===== src/rtl/fft_r4_seq.sv =====
// rtl/fft_r4_seq.sv - in-place radix-4 DIT FFT butterfly sequencer (optional cycle counter: FFT_SEQ_CYCLE_CNT_EN)
module fft_r4_seq #(
    parameter int  LOG4N  = 3,
    parameter int  RD_LAT = 1,
    parameter int  BF_LAT = 5,
    localparam int AW     = 2 * LOG4N,
    localparam int SW     = (LOG4N > 1) ? $clog2(LOG4N) : 1
) (
    input  logic          i_clock,
    input  logic          i_reset,
    input  logic          i_go,
    output logic          o_busy,
    output logic          o_fft_done,
    output logic [SW-1:0] o_stage,
    output logic          o_rd_en,
    output logic [AW-1:0] o_rd_addr0,
    output logic [AW-1:0] o_rd_addr1,
    output logic [AW-1:0] o_rd_addr2,
    output logic [AW-1:0] o_rd_addr3,
    output logic [AW-1:0] o_tw_addr0,
    output logic [AW-1:0] o_tw_addr1,
    output logic [AW-1:0] o_tw_addr2,
    output logic          o_bf_start,
    input  logic          i_bf_done,
    output logic          o_wr_en,
    output logic [AW-1:0] o_wr_addr0,
    output logic [AW-1:0] o_wr_addr1,
    output logic [AW-1:0] o_wr_addr2,
    output logic [AW-1:0] o_wr_addr3,
    output logic          o_sync_err
`ifdef FFT_SEQ_CYCLE_CNT_EN
    ,
    output logic [31:0]   o_cycle_cnt
`endif
);

    localparam int D   = RD_LAT + BF_LAT;
    localparam int BW  = (AW > 2) ? AW - 2 : 1;
    localparam int NB  = 1 << BW;
    localparam int DCW = $clog2(D + 1);

    typedef enum logic [1:0] {S_IDLE, S_ISSUE, S_DRAIN, S_FIN} state_t;

    state_t                    r_state;
    logic [SW-1:0]             r_stage;
    logic [BW-1:0]             r_b;
    logic [DCW-1:0]            r_dcnt;
    logic                      r_busy;
    logic                      r_fft_done;
    logic                      r_rd_en;
    logic [3:0][AW-1:0]        r_rd_addr;
    logic [2:0][AW-1:0]        r_tw;
    logic [D-1:0]              r_pv;
    logic [D-1:0][3:0][AW-1:0] r_pa;
    logic                      r_sync_err;
    logic                      w_go_acc;

    assign w_go_acc = i_go && (r_state == S_IDLE || r_state == S_FIN);

    // Butterfly b of stage s reads base + m*Q, base = (b/Q)*4Q + b%Q, Q = 4^s
    function automatic logic [AW-1:0] f_rd(input logic [SW-1:0] s, input logic [BW-1:0] b, input int m);
        logic [AW-1:0] q, j, g;
        q = AW'(1) << (2 * s);
        j = AW'(b) & (q - AW'(1));
        g = AW'(b) >> (2 * s);
        return (g << (2 * s + 2)) + j + AW'(m) * q;
    endfunction

    function automatic logic [AW-1:0] f_tw(input logic [SW-1:0] s, input logic [BW-1:0] b, input int m);
        logic [AW-1:0] q, k;
        q = AW'(1) << (2 * s);
        k = (AW'(b) & (q - AW'(1))) << (2 * (LOG4N - 1 - int'(s)));
        return k * AW'(m + 1);
    endfunction

    always_ff @(posedge i_clock) begin
        if (i_reset) begin
            r_state    <= S_IDLE;
            r_stage    <= '0;
            r_b        <= '0;
            r_dcnt     <= '0;
            r_busy     <= 1'b0;
            r_fft_done <= 1'b0;
            r_rd_en    <= 1'b0;
            r_rd_addr  <= '0;
            r_tw       <= '0;
        end else begin
            r_fft_done <= 1'b0;
            r_rd_en    <= 1'b0;
            r_rd_addr  <= '0;
            r_tw       <= '0;
            case (r_state)
                S_IDLE, S_FIN: begin
                    r_state <= S_IDLE;
                    if (w_go_acc) begin
                        r_state <= S_ISSUE;
                        r_stage <= '0;
                        r_b     <= '0;
                        r_busy  <= 1'b1;
                        r_rd_en <= 1'b1;
                        for (int m = 0; m < 4; m++) r_rd_addr[m] <= f_rd('0, '0, m);
                        for (int m = 0; m < 3; m++) r_tw[m] <= f_tw('0, '0, m);
                    end
                end
                S_ISSUE: begin
                    if (r_b == BW'(NB - 1)) begin
                        r_state <= S_DRAIN;
                        r_dcnt  <= '0;
                    end else begin
                        r_b     <= r_b + 1'b1;
                        r_rd_en <= 1'b1;
                        for (int m = 0; m < 4; m++) r_rd_addr[m] <= f_rd(r_stage, r_b + 1'b1, m);
                        for (int m = 0; m < 3; m++) r_tw[m] <= f_tw(r_stage, r_b + 1'b1, m);
                    end
                end
                S_DRAIN: begin
                    // Hold off reads until every write of this stage has landed
                    if (r_dcnt == DCW'(D - 1)) begin
                        if (r_stage == SW'(LOG4N - 1)) begin
                            r_state    <= S_FIN;
                            r_busy     <= 1'b0;
                            r_fft_done <= 1'b1;
                        end else begin
                            r_state <= S_ISSUE;
                            r_stage <= r_stage + 1'b1;
                            r_b     <= '0;
                            r_rd_en <= 1'b1;
                            for (int m = 0; m < 4; m++) r_rd_addr[m] <= f_rd(r_stage + 1'b1, '0, m);
                            for (int m = 0; m < 3; m++) r_tw[m] <= f_tw(r_stage + 1'b1, '0, m);
                        end
                    end else begin
                        r_dcnt <= r_dcnt + 1'b1;
                    end
                end
                default: r_state <= S_IDLE;
            endcase
        end
    end

    always_ff @(posedge i_clock) begin
        if (i_reset) begin
            r_pv <= '0;
            r_pa <= '0;
        end else begin
            r_pv <= {r_pv[D-2:0], r_rd_en};
            r_pa <= {r_pa[D-2:0], r_rd_addr};
        end
    end

    always_ff @(posedge i_clock) begin
        if (i_reset) begin
            r_sync_err <= 1'b0;
        end else if (i_bf_done != r_pv[D-1]) begin
            r_sync_err <= 1'b1;
        end
    end

`ifdef FFT_SEQ_CYCLE_CNT_EN
    logic [31:0] r_cycle_cnt;

    always_ff @(posedge i_clock) begin
        if (i_reset || w_go_acc) begin
            r_cycle_cnt <= '0;
        end else if (r_busy) begin
            r_cycle_cnt <= r_cycle_cnt + 32'd1;
        end
    end

    assign o_cycle_cnt = r_cycle_cnt;
`endif

    assign o_busy     = r_busy;
    assign o_fft_done = r_fft_done;
    assign o_stage    = r_stage;
    assign o_rd_en    = r_rd_en;
    assign o_rd_addr0 = r_rd_addr[0];
    assign o_rd_addr1 = r_rd_addr[1];
    assign o_rd_addr2 = r_rd_addr[2];
    assign o_rd_addr3 = r_rd_addr[3];
    assign o_tw_addr0 = r_tw[0];
    assign o_tw_addr1 = r_tw[1];
    assign o_tw_addr2 = r_tw[2];
    assign o_bf_start = r_pv[RD_LAT-1];
    assign o_wr_en    = r_pv[D-1];
    assign o_wr_addr0 = r_pa[D-1][0];
    assign o_wr_addr1 = r_pa[D-1][1];
    assign o_wr_addr2 = r_pa[D-1][2];
    assign o_wr_addr3 = r_pa[D-1][3];
    assign o_sync_err = r_sync_err;

endmodule


===== config.mk =====
export PLATFORM = sky130hd
export DESIGN_NAME = fft_r4_seq
export DESIGN_NICKNAME = d
export VERILOG_FILES = /design/src/rtl/fft_r4_seq.sv
export SDC_FILE = /design/constraint.sdc
export NUM_CORES = 1
export LEC_CHECK = 0
export CORE_MARGIN = 2
export CORE_UTILIZATION = 50
export DETAILED_ROUTE_END_ITERATION = 8
export PLACE_DENSITY = 0.75
export SLEW_MARGIN = 40
export SYNTH_ARGS = -nofsm -noshare
export SYNTH_HDL_FRONTEND = slang
export SYNTH_SLANG_ARGS = --single-unit

===== constraint.sdc =====
create_clock -name i_clock -period 4.3 [get_ports i_clock]
set_clock_uncertainty 0.2 [all_clocks]
set_input_delay 0.645 -clock i_clock [delete_from_list [all_inputs] [get_ports i_clock]]
set_output_delay 0.645 -clock i_clock [all_outputs]
set_load 0.1 [all_outputs]

======== Word level (Yosys, flattened, before mapping) ========
Cells that the tools add are included.
storage, ports and cells
  output and inout bits ................... 74
  bits in registers ....................... 207
  bits of input ports ..................... 4
  logic and storage cells ................. 132
cells by class
  reduce and logical (&&, ||, !) cells .... 12
  shifts and indexed selects .............. 8
  bitwise gates (word level) .............. 3
  $mul .................................... 4
  add/subtract/negate cells ............... 15
  mux-type cells .......................... 36
  equality and inequality tests ........... 14
operator list
  cell                    number
  $mux W24                3
  $pmux W24 S3            1
  $mux W18                3
  $pmux W18 S3            1
  $add A6 B6 Y6           7
  $shl A1 B32 Y6 const A  1
  $shl A6 B32 Y6          1
  $mux W20                1
  $mux W4                 4
  $ne A2 B2 Y1 const B    7
  $mul A2 B6 Y6 const A   2
  $mul A6 B2 Y6 const B   2
  $mux W2                 6
  $pmux W4 S3             1
  $reduce_and A4 Y1       3
  $shl A1 B3 Y6 const A   2
  $shl A6 B4 Y6           2
  $mux W1                 9
  $add A3 B2 Y4 const B   2
  $and A4 B6 Y6           1
  $eq A2 B2 Y1 const B    3
  $mux W3                 2
  $pmux W2 S3             1
  $pmux W3 S2             1
  other kinds (23)        26

======== Logic depth before layout (Yosys ltp) ========
  word-level depth ........................ 7
  gate-level depth with buffers ........... 17
  depth with buffers taken out ............ 16

======== Worst setup path after synthesis ========
No wires, ideal clock.
  path type ............................... reg-to-reg
  start ................................... reg r_stage[0] (netlist: o_stage[0])
  end ..................................... reg r_rd_addr (netlist bit o_rd_addr3[5])
  arrival time ............................ 4.637 ns
  period minus slack after synthesis ...... 4.912 ns
  path buffers ............................ 1
  cell stages (with the launch flop) ...... 18
  path slack .............................. -0.612 ns
  cells stage by stage .................... dfxtp_1 > inv_1 > ha_1 > buf_2 > or3_1 > nor2b_1 > ha_1 > a21o_1 > a21oi_1 > xor2_1 > inv_1 > ha_1 > ha_1 > a21o_1 > a21oi_1 > xnor3_1 > xor2_1 > o21ai_0
between the ends
  longest elaborated chain between the ends .. 7
RTL lines
  item                                                   RTL line  text
  start, declared                                        45        logic [SW-1:0] r_stage;
  start signal, assigned                                 125       r_stage <= r_stage + 1'b1;
  $add A2 B1 Y2 / $shl A1 B3 Y6 (equally long branches)  128, 63
  $shl A1 B3 Y6, or another cell as far along            -
  $mul A2 B6 Y6, or another cell as far along            66        return (g << (2 * s + 2)) + j + AW'(m) * q;
  $add A6 B6 Y6                                          66
  $mux W24 / $add A6 B6 Y6 (equally long branches)       119, 66
  $mux W24 (on tied branches)                            118, 106
  $pmux W24 S3 *                                         92        case (r_state)
  end signal, assigned                                   85        r_rd_addr <= '0;
  end signal, assigned                                   90        r_rd_addr <= '0;
  end, declared                                          51        logic [3:0][AW-1:0] r_rd_addr;
Every way passes the cells marked *; elsewhere a longest branch is shown, timed or not.
A chain may end at the register's enable or synchronous reset.

======== Final worst setup path ========
Ends and elaborated chain as after synthesis.

==> impl_metrics.py <==
metrics = {
    "clock_tree": {
        "cts_tree": "built",
        "cts_buffers": 17,
        "cts.clk_slew.worst_paths_ns": 0.06,
        "root_buffer": "clkbuf_16",
        "clk_latency_ns": 0.42,
        "cts.sinks": 186,
        "cts_max_level": 4,
        "clk_path_buf_depth": 2,
    },
    "routing": {
        "routed_via_density": 4.644,
        "initialDrtViolationCount": 245,
        "finalWirelength_mm": 10.12,
        "route.detailed.drc": 0,
        "drtAntennaViolNets": 0,
        "vias": 3906,
        "firstDrtPassIters": 4,
        "routedWlPerCell_um": 12.03,
    },
    "final_layout": {
        "syn_to_final_growth_pct": 14.13,
        "instances_no_fill": 841,
        "antenna-diode-count": 0,
        "fin_nets": 692,
        "layout_common_cells": "dfxtp_1 (184), nor2b_1 (140), buf_2 (73)",
        "final_common_cell": "dfxtp_1",
        "drive_above_1_share": 0.1928,
    },
    "synthesis": {
        "synth-async-reset-ratio": 0,
        "syn_area_um2": 6570,
        "ys_warn_count": 0,
        "netlist_instances": 613,
        "synth_seq_cells": 186,
        "synth_edf_count": 0,
        "syn_area_per_cell_um2": 10.72,
        "yosys_most_used_dff": "dfxtp_1",
        "synth_cell_type_count": 50,
        "ys_seq_area_frac": 0.5667,
        "syn-num-nets": 649,
    },
    "global_route": {
        "antenna_found_initial": 0,
        "grt_util_met1": 0.1709,
        "met3_usage": 0.05019,
        "track_usage": 0.1539,
        "grt_max_degree": 109,
        "grt_pass1_wl_mm": 17.18,
        "gr-total-overflow": 0,
        "gr-usage-met2": 0.2672,
        "grt_pass1_vias": 3676,
        "grt_most_used_layer": "met2",
    },
    "placed_design": {
        "gp_congestion": 0.8908,
        "numPortBuffers": 76,
        "hpwlAfterDp_mm": 6.824,
        "placed_cells": 806,
        "dp_slack_ns": 0.1079,
    },
    "sta": {
        "min_period_ns": 4.030,
        "finalSetupViolations": 0,
        "fin_crit_sh": 0.9372,
        "grt_setup_unrepaired": "no",
        "slew_headroom": 0.5333,
        "hold_violations": 0,
        "slew_viol_final": 0,
        "max_clock_freq_mhz": 248.1,
        "setup_ws_ns": 0.2701,
        "tns_ns": 0,
        "worst_pin_slew_ns": 0.7000,
    },
    "critical_path": {
        "end_kind": "flop",
        "worstSetupPathType": "reg2reg",
        "crit_path_max_fanout": 6,
        "cp.arrival_ns": 4.11,
        "critPathRequiredTime_ns": 4.38,
        "cp-start-kind": "flop",
    },
    "pwr": {
        "p_leak_nw": 3.322,
        "powerDensity_nw_per_um2": 468.9,
        "ir_worst_vdd_v": 0.0002299,
    },
    "floorplan": {
        "rows": 41,
        "die_w_um": 118.6,
        "dieArea_um2": 14070,
        "core-area_um2": 12720,
        "die_y_um": 118.6,
        "start_util": 0.5164,
        "boundaryPins": 78,
    },
    "worst_hold_path": {
        "min_path_type": "reg2reg",
    },
    "status": {
        "status": "completed",
    },
    "run": {
        "cap_viol_max_count": 0,
    },
}
## flip-flops by register name, summed over array words and instances, names as in the netlist
name and flops:
r_pv 6, o_busy 1, o_rd_addr3 5, o_rd_addr1 6, o_wr_addr0 6, o_rd_addr2 5, o_wr_addr3 5, r_dcnt 3
o_sync_err 1, o_rd_addr0 6, o_tw_addr0 6, o_stage 2, o_rd_en 1, o_wr_addr2 5, r_pa 110, r_b 4
o_tw_addr2 5, r_state 2, o_fft_done 1, o_wr_addr1 6
## stage by stage
stage / power, mW / instance area [µm²] / utilization / hold WS (ns)
5_1_grt: 3.665 / 7498 / 0.5894 / 0.2467
6_report: 3.516 / 7498 / 0.5894 / 0.2316
4_1_cts: 3.554 / 7452 / 0.5858 / 0.2347
3_3_place_gp: 2.057 / 7222 / 0.5677 / 0.2163
2_1_floorplan: 2.006 / 6580 / - / 0.2138
3_5_place_dp: 2.050 / 6860 / 0.5392 / 0.2204
## per-layer routing
layer	vias to the layer above	share of wire	wire length, µm
li1	2016	-	-
met1	1776	0.41	4180
met2	94	0.52	5223
met3	20	0.045	451
met4	0	0.026	265
met5	-	0	0
## area by class of cell
class	count	area [µm²]
clock buffers	22	484.2
clock inverters	10	107.6
fillers	1090	5224
inverters	15	56.30
multi-input cells	353	2455
flip-flops and latches	186	3731
well taps	172	215.2
repair buffers	83	449.2
## report_power, final
group	total, mW	switching (mW)	leakage, nW	internal, mW
combinational	0.258	0.198	1.53	0.0602
clock	1.50	0.629	0.287	0.870
sequential	1.76	0.0132	1.50	1.75
total	3.52	0.840	3.32	2.68
## cells by family after synthesis
kind of cell / count (synthesis) / synth area share
adders and majority gates: 32 / 0.06437
xor gates and xnor gates: 24 / 0.03980
muxes: 1 / 0.001524
AOI/OAI and AO/OA: 58 / 0.05542
and+or+nand+nor: 237 / 0.2080
other: 1 / 0.0005708
buffers and inverters: 74 / 0.06361
DFF: 186 / 0.5667
## what timing repair did
action | in CTS | in global routing
setup buffers | 0 | 3
setup endpoints to repair | 0 | 1
hold buffers | 0 | 0
resized for setup | 0 | 4
hold endpoints to repair | 0 | 0
## cells in the mapped netlist (3+ instances only)
library cell,n,share of area
buf_4,33,0.038
clkbuf_1,23,0.013
o21ai_0,14,0.011
nor3_1,11,0.0084
nor2b_1,141,0.13
fa_1,3,0.0091
a21o_1,7,0.0080
a21oi_1,20,0.015
nand3_1,4,0.0030
nor2_1,37,0.021
xnor2_1,9,0.012
a32oi_1,3,0.0040
inv_1,15,0.0086
ha_1,29,0.055
nand2_1,11,0.0063
and2_1,12,0.011
dfxtp_1,186,0.57
xor2_1,10,0.013
nand2b_1,3,0.0029
nand3b_1,3,0.0034
## worst paths after layout
check              from  slack [ns]             to  cells after the start
max          o_stage[0]        0.27  o_rd_addr3[5]                     16
min reg2reg     r_pa[6]        0.23       r_pa[30]                      1
min             r_pa[6]        0.23       r_pa[30]                      1
max reg2reg  o_stage[0]        0.27  o_rd_addr3[5]                     16
## critical path: stages, from the launching register on
cell     delay [ns]
dfxtp_4        0.36
ha_1           0.21
or2_4          0.25
or3_1          0.36
nor2b_2        0.18
ha_1           0.27
a21o_1         0.18
a21oi_2        0.14
xor2_1         0.18
inv_1          0.12
ha_4           0.26
ha_1           0.35
a21o_1         0.20
a21oi_1        0.18
xnor3_1        0.25
xor2_1         0.13
o21ai_0        0.08
(Power assumes the default switching activity.)
